### src/rtl/tdm_pkg.sv
// Shared definitions for the 8:1 TDM transmitter: channel count, select width,
// FSM state type and a counter-width helper.
package tdm_pkg;

  localparam int NUM_CH = 8;
  localparam int SEL_W  = 3;

  typedef enum logic [1:0] {
    IDLE = 2'd0,
    SEND = 2'd1,
    GAP  = 2'd2
  } state_t;

  // Width needed to count 0..n-1, never less than one bit.
  function automatic int cnt_width(input int n);
    return (n <= 1) ? 1 : $clog2(n);
  endfunction

endpackage

### src/rtl/tdm_term_cnt.sv
// Loadable up-counter that flags when it sits on its terminal value TERM.
// Load has priority over increment.
module tdm_term_cnt #(
  parameter int W    = 1,
  parameter int TERM = 0
) (
  input  logic         clk,
  input  logic         rst_n,
  input  logic         load_i,
  input  logic [W-1:0] load_val_i,
  input  logic         inc_i,
  output logic         done_o
);

  localparam logic [W-1:0] TERM_V = W'(TERM);
  localparam logic [W-1:0] ONE_V  = W'(1);

  logic [W-1:0] cnt_q;
  logic [W-1:0] cnt_d;

  // Next count: load, step, or hold.
  always_comb begin
    cnt_d = cnt_q;
    if (load_i) begin
      cnt_d = load_val_i;
    end else if (inc_i) begin
      cnt_d = cnt_q + ONE_V;
    end else begin
      cnt_d = cnt_q;
    end
  end

  // Count register.
  always_ff @(posedge clk or negedge rst_n) begin
    if (!rst_n) begin
      cnt_q <= '0;
    end else begin
      cnt_q <= cnt_d;
    end
  end

  assign done_o = (cnt_q == TERM_V);

endmodule

### src/rtl/tdm_mux8.sv
// Sequential 8:1 time-division multiplexer: snapshots d at frame start and
// sends each channel for DWELL cycles with its select code, then FRAME_GAP idle cycles.
module tdm_mux8
  import tdm_pkg::*;
#(
  parameter int DWELL     = 1,
  parameter int FRAME_GAP = 0
) (
  input  logic              clk,
  input  logic              rst_n,
  input  logic              en,
  input  logic [NUM_CH-1:0] d,
  output logic              out,
  output logic              s0,
  output logic              s1,
  output logic              s2,
  output logic              frame_start,
  output logic              busy
);

  localparam int DW_W    = cnt_width(DWELL);
  localparam int GP_W    = cnt_width(FRAME_GAP + 1);
  localparam int GP_TERM = (FRAME_GAP > 0) ? FRAME_GAP - 1 : 0;
  localparam logic [SEL_W-1:0] LAST_SEL = SEL_W'(NUM_CH - 1);
  localparam logic [SEL_W-1:0] ONE_SEL  = SEL_W'(1);

  state_t state_q, state_d;
  logic [NUM_CH-1:0] shadow_q, shadow_d;
  logic [SEL_W-1:0]  sel_q, sel_d;
  logic              out_q, out_d;
  logic              fs_q, fs_d;
  logic              busy_q, busy_d;

  logic             dwell_done_s;
  logic             gap_done_s;
  logic             last_slot_s;
  logic             frame_end_s;
  logic             restart_pt_s;
  logic             load_frame_s;
  logic [SEL_W-1:0] next_sel_s;

  assign last_slot_s  = (sel_q == LAST_SEL);
  assign next_sel_s   = sel_q + ONE_SEL;
  assign frame_end_s  = (state_q == SEND) && dwell_done_s && last_slot_s;
  // Without a gap the restart decision is taken on the last dwell cycle of slot 7.
  assign restart_pt_s = (FRAME_GAP == 0) ? frame_end_s
                                         : ((state_q == GAP) && gap_done_s);
  assign load_frame_s = en && ((state_q == IDLE) || restart_pt_s);

  tdm_term_cnt #(.W(DW_W), .TERM(DWELL - 1)) u_dwell_cnt (
    .clk        (clk),
    .rst_n      (rst_n),
    .load_i     ((state_q != SEND) || dwell_done_s),
    .load_val_i ({DW_W{1'b0}}),
    .inc_i      (state_q == SEND),
    .done_o     (dwell_done_s)
  );

  tdm_term_cnt #(.W(GP_W), .TERM(GP_TERM)) u_gap_cnt (
    .clk        (clk),
    .rst_n      (rst_n),
    .load_i     ((state_q != GAP) || gap_done_s),
    .load_val_i ({GP_W{1'b0}}),
    .inc_i      (state_q == GAP),
    .done_o     (gap_done_s)
  );

  // State register.
  always_ff @(posedge clk or negedge rst_n) begin
    if (!rst_n) begin
      state_q <= IDLE;
    end else begin
      state_q <= state_d;
    end
  end

  // Next-state logic.
  always_comb begin
    state_d = state_q;
    case (state_q)
      IDLE: begin
        if (en) state_d = SEND;
        else    state_d = IDLE;
      end
      SEND: begin
        if (frame_end_s) begin
          if (FRAME_GAP > 0) state_d = GAP;
          else if (en)       state_d = SEND;
          else               state_d = IDLE;
        end else begin
          state_d = SEND;
        end
      end
      GAP: begin
        if (gap_done_s) begin
          if (en) state_d = SEND;
          else    state_d = IDLE;
        end else begin
          state_d = GAP;
        end
      end
      default: state_d = IDLE;
    endcase
  end

  // Output and shadow next values; frame_start is a one-cycle strobe.
  always_comb begin
    shadow_d = shadow_q;
    sel_d    = sel_q;
    out_d    = out_q;
    fs_d     = 1'b0;
    busy_d   = busy_q;
    if (load_frame_s) begin
      shadow_d = d;
      sel_d    = '0;
      out_d    = d[0];
      fs_d     = 1'b1;
      busy_d   = 1'b1;
    end else if ((state_q == SEND) && dwell_done_s && !last_slot_s) begin
      sel_d = next_sel_s;
      out_d = shadow_q[next_sel_s];
    end else if (frame_end_s || restart_pt_s) begin
      sel_d  = '0;
      out_d  = 1'b0;
      busy_d = 1'b0;
    end else begin
      sel_d = sel_q;
    end
  end

  // Output and shadow registers.
  always_ff @(posedge clk or negedge rst_n) begin
    if (!rst_n) begin
      shadow_q <= '0;
      sel_q    <= '0;
      out_q    <= 1'b0;
      fs_q     <= 1'b0;
      busy_q   <= 1'b0;
    end else begin
      shadow_q <= shadow_d;
      sel_q    <= sel_d;
      out_q    <= out_d;
      fs_q     <= fs_d;
      busy_q   <= busy_d;
    end
  end

  assign out          = out_q;
  assign {s2, s1, s0} = sel_q;
  assign frame_start  = fs_q;
  assign busy         = busy_q;

endmodule

### config.mk
export PLATFORM = sky130hd
export DESIGN_NAME = tdm_mux8
export DESIGN_NICKNAME = d
export VERILOG_FILES = /design/src/rtl/tdm_pkg.sv /design/src/rtl/tdm_term_cnt.sv /design/src/rtl/tdm_mux8.sv
export SDC_FILE = /design/constraint.sdc
export NUM_CORES = 1
export LEC_CHECK = 0
export ABC_AREA = 1
export ABC_CLOCK_PERIOD_IN_PS = 2000
export BUFFER_PORTS_ARGS = -buffer_cell sky130_fd_sc_hd__buf_2
export CAP_MARGIN = 25
export CELL_PAD_IN_SITES_DETAIL_PLACEMENT = 0
export CELL_PAD_IN_SITES_GLOBAL_PLACEMENT = 1
export CORE_MARGIN = 2
export CORE_UTILIZATION = 39
export CTS_CLUSTER_DIAMETER = 60
export DETAILED_ROUTE_END_ITERATION = 7
export PLACE_DENSITY_LB_ADDON = 0.08
export SLEW_MARGIN = 20
export SYNTH_ARGS = -nofsm -noshare
export SYNTH_HDL_FRONTEND = slang
export SYNTH_SLANG_ARGS = --single-unit
### constraint.sdc
create_clock -name clk -period 2 [get_ports clk]
set_clock_uncertainty 0.1 [all_clocks]
set_input_delay 0.1 -clock clk [delete_from_list [all_inputs] [get_ports clk]]
set_output_delay 0.1 -clock clk [all_outputs]
set_load 0.02 [all_outputs]
Word-level counts from Yosys, hierarchy flattened

Index checks and enable logic that the tools add are counted.
W data, S select, Z words.

Bits in registers: 18
Output and inout bits: 6
Logic and storage cells: 53

Add/subtract/negate cells: 3
Magnitude comparators: 1
Eq/ne operators: 6
Muxes and demuxes: 19
Bitwise gates (word level): 2
Reduce and logical (&&, ||, !) cells: 14

Operators by type and width:

| cell                  | count |
|---|---|
| $mux W1               | 12 |
| $mux W3               | 3 |
| $pmux W2 S3           | 1 |
| $reduce_bool A2 Y1    | 3 |
| $logic_and A1 B1 Y1   | 4 |
| $lt A3 B4 Y1 const B  | 1 |
| $mux W2               | 2 |
| $ne A2 B2 Y1 const B  | 2 |
| $add A3 B1 Y3 const B | 1 |
| $bmux W1 S3           | 1 |
| $eq A3 B3 Y1 const B  | 1 |
| $logic_or A1 B1 Y1    | 3 |
| $reduce_bool A3 Y1    | 1 |
| $add A1 B1 Y1 const B | 2 |
| $eq A2 B1 Y1 const B  | 1 |
| $eq A2 B2 Y1 const B  | 1 |
| $logic_not A2 Y1      | 1 |
| $ne A2 B1 Y1 const B  | 1 |
| $not A1 Y1            | 2 |
| $reduce_and A2 Y1     | 1 |
| $logic_not A1 Y1      | 1 |

Longest topological paths before layout

Word-level depth: 7
Mapped depth: 9

Modules after synthesis

Synthesis repeated with hierarchy kept, for this count alone.

Cell total of the unflattened synthesis: 116
Area, all modules: 934.6 um^2

By module, submodules not included:

| module       | instances | cells an instance | area each (um^2) | seq. area each (um^2) |
|---|---|---|---|---|
| tdm_mux8     | 1         | 96                | 812.0            | 400.4 |
| tdm_term_cnt | 2         | 10                | 61.3             | 25.0 |

Worst setup path before layout

OpenSTA, ideal clock, no wires.

Kind: register to register
Start: register sel_q[0]
End: register shadow_q[7]
Library setup time: 117 ps
Arrival time: 1471 ps
Setup slack: 311 ps
Stages on the path, launching flop included: 10
Buffers on the path: 1
Path through: dfrtp_1 -> ha_1 -> ha_1 -> nand3_2 -> nand2_2 -> nand2_4 -> clkinv_4 -> buf_12 -> nand2_4 -> o21ai_2

Word-level cells in the longest chain between the ends: 4

Ends and longest elaborated chain:

| element                | line            | RTL |
|---|---|---|
| start, declared        | tdm_mux8.sv:29  | `logic [SEL_W-1:0] sel_q, sel_d;` |
| start signal, assigned | tdm_mux8.sv:141 | `sel_q <= sel_d;` |
| $eq A3 B3 Y1           | tdm_mux8.sv:42  | `assign last_slot_s = (sel_q == LAST_SEL);` |
| $logic_and A1 B1 Y1    | tdm_mux8.sv:44  | `assign frame_end_s = (state_q == SEND) && dwell_done_s && last_slot_s;` |
| $logic_or A1 B1 Y1     | tdm_mux8.sv:48  | `assign load_frame_s = en && ((state_q == IDLE) \|\| restart_pt_s);` |
| $logic_and A1 B1 Y1    | tdm_mux8.sv:48  |  |
| end signal, assigned   | tdm_mux8.sv:140 | `shadow_q <= shadow_d;` |
| end, declared          | tdm_mux8.sv:28  | `logic [NUM_CH-1:0] shadow_q, shadow_d;` |

Every way passes these cells.
A chain may end at the register's enable or synchronous reset.

Final worst setup path

Start: register sel_q[0]
End: register out_q, in the netlist out

Word-level cells in the longest chain between the ends: 5

Ends and longest elaborated chain:

| element                                                     | line                            | RTL |
|---|---|---|
| $add A3 B1 Y3 / $eq A3 B3 Y1 (equally long branches)        | tdm_mux8.sv:43, tdm_mux8.sv:42  |  |
| $bmux W1 S3, or another cell as far along                   | tdm_mux8.sv:121                 | `out_d = shadow_q[next_sel_s];` |
| $mux W1 (not written as such), or another cell as far along | tdm_mux8.sv:121                 |  |
| $mux W1 / $logic_and A1 B1 Y1 (equally long branches)       | tdm_mux8.sv:119, tdm_mux8.sv:48 |  |
| $mux W1 / $reduce_bool A3 Y1 (equally long branches)        | -                               |  |
| end signal, assigned                                        | tdm_mux8.sv:142                 | `out_q <= out_d;` |
| end, declared                                               | tdm_mux8.sv:30                  | `logic out_q, out_d;` |

Several ways; a longest one is shown, not always the timed one. The select of a mux whose other input is x is not followed.

==> results.md <==
- Status: finished clean
- Total GRT Usage: 14.07%
- FF+latch count, synth: 18
- Detailed Place HPWL: 1.102 mm
- F_max: 575.6 MHz
- Total gr overflow: 0
- Hold_ws: 0.1705 ns
- Clock buffer depth: 2
- Die area: between 2000 and 3000 sq um
- GP Congestion: 0.7477
- Slew Limit Fails: 0
- Yosys top cell by area: dfrtp_1
- Setup CP Type: reg -> reg
- Initial antenna violation count: 0
- Netlist Area Pre-Place: 868.3 sq um
- WL/cell: 9.660 um
- CP Capture Type: flop
- Fin Setup TNS: 0 ns
- CTS tree: yes
- Power per cell area: 1229 nW/um^2
- Die Wd: 51.19 um
- DRC violations left: 0
- Max_cap viols: 0
- Vias per inst: 4.438
- Post-CTS Resized: 0
- Multi-input logic area: 336.6 sq um
- Clock sink count: 18
- Final WL: 1.478 mm
- Die height: 51.19 um
- Reg clk slew, reported paths: 0.10 ns
- Leading cell types by total area after synthesis: dfrtp_1 52%, nand2_1 13%, o21ai_2 8.1%
- First-pass GRT wire length: 2.677 mm
- Post-synthesis cell type count: 17
- Required time of the worst setup path: 2.07 ns
- Diode count: 0
- IO Pins: 17
- Register area share after synthesis: 51.87%
- Crit start category: flop
- Skew-Pair Late Insertion Delay: roughly 0.28 ns
- Largest net degree at the start of global routing: 19
- Fin nets: 140
- Area grow syn2layout: 25.50%
- Mapped Cells: 96
- Final setup violation count: 0
- Row cnt: 17
- Iter 0 DRT Violations: 9
- Fillers: roughly 220
- CTS Root Cell: clkbuf_4
- Starting Density: roughly two fifths
- 1st-pass router iterations: 4
- Hold Fails Final Rpt: 0
- Max VDD drop: around 0.00056 V
- Final worst-path cycle share: 86.87%
- Via count: 679
- Antenna viol nets, final: 0
- Average cell area after synthesis: 9.045 sq um
- Ys Warns: 0
- FF-to-FF setup slack: 0.26 ns
- Worst Hold Class: in -> async
- Core ar.: 2148 sq um
- Number of global-route vias before repair: 672
- CTS buffer count: 3
- Crit path time final: 1.737 ns
- Post-synth top area share: 51.87%
- FF/Latch Area: 450.4 sq um
- WP data arrival: 1.81 ns
- Leakage: just under 0.0006 uW
- H-tree depth: 1
- Most common cell after layout, fill and taps aside: nand2_1
- Fraction of layout cells with a size suffix above 1: 27.20%
- Peak fanout along the critical path: 17
- RSZ-0062 raised after global routing: no
- Leading cell types in the layout, fill and taps excluded: 31 x nand2_1, 18 x dfrtp_1, 16 x buf_2
- Fin util: 50.73%
- IO Port Bufs: 16
## registers in the layout, summed over array words and instances, names as in the netlist
| signal | flops |
|---|---|
| u_dwell_cnt.cnt_q | 1 |
| sel_q | 3 |
| u_gap_cnt.cnt_q | 1 |
| busy | 1 |
| out | 1 |
| frame_start | 1 |
| state_q | 2 |
| shadow_q | 8 |
## path summary, 6_finish.rpt
| check | depth (start not counted) | end | startpoint |
|---|---|---|---|
| hold reg to reg | 1 | state_q[1] | state_q[0] |
| setup / recovery | 8 | out | sel_q[0] |
| hold / removal | 2 | shadow_q[7] | rst_n |
| max in group asynchronous | 2 | shadow_q[4] | rst_n |
| setup reg to reg | 8 | out | sel_q[0] |
| min in group clk | 1 | state_q[1] | state_q[0] |
## cell usage after synthesis
| cell type | n |
|---|---|
| dfrtp_1 | 18 |
| nor2_4 | 1 |
| conb_1 | 1 |
| ha_1 | 2 |
| nand2_4 | 2 |
| o21ai_2 | 8 |
| nor2_1 | 2 |
| nand3_2 | 1 |
| nand2_1 | 31 |
| nor3_1 | 1 |
| nand2_2 | 1 |
| a21oi_1 | 2 |
| inv_1 | 14 |
| inv_2 | 1 |
| buf_12 | 1 |
| nand3_1 | 9 |
| clkinv_4 | 1 |
## report_power, final
| group | internal, uW | switching, uW |
|---|---|---|
| clock network | 69.7 | 99.2 |
| logic | 248 | 360 |
| registers | 497 | 65.1 |
| total | 815 | 524 |
## final cells by class
type,instances,area share [%]
clock buffers,3,2.067
inverters,16,5.970
multi-input cells,62,30.88
flip-flops and latches,18,41.33
well taps,28,3.215
repair buffers,26,16.53
## routing by layer
layer	wire length [um]	up-vias	GRT usage, %	part of all wire (%)
li1	-	352	-	-
met1	661	316	15.44	45
met2	754	9	25.11	51
met3	46	2	3.509	3.1
met4	14	0	6.757	0.95
met5	0	-	0	0
## worst max-delay path, cell delays in order (launching register included)
cell	delay, ns
dfrtp_1	0.47
ha_1	0.23
ha_1	0.20
nand3_2	0.10
nand2_2	0.07
nand2_4	0.10
clkinv_4	0.15
nand2_1	0.13
nand3_1	0.08
## per-stage QoR
step	cell area [sq um]	total power, uW	std cells	setup WS, ns
6_report	1090	1339	153	0.2626
5_1_grt	1090	1479	153	0.1105
4_1_cts	1090	1366	153	0.2436
3_5_place_dp	967.2	1176	140	0.2588
3_3_place_gp	967.2	1171	140	0.3025
2_1_floorplan	872.1	1024	97	0.3114
## kinds of logic (layout without fill, tap and decap cells)
group,count (synthesis),after routing,synth area share [%]
and+or+nand+nor,48,48,25.79
DFF,18,18,51.87
buffers and inverters,17,45,9.798
AOI/OAI and AO/OA,10,10,9.222
adders and majority gates,2,2,2.881
other,1,2,0.4319
## repair_timing
action / in CTS / in global routing
endpoints found under the hold margin: 28 / 0
setup buffers: 0 / 0
hold buffers: 10 / 0
Power figures use the tool's default switching activity.
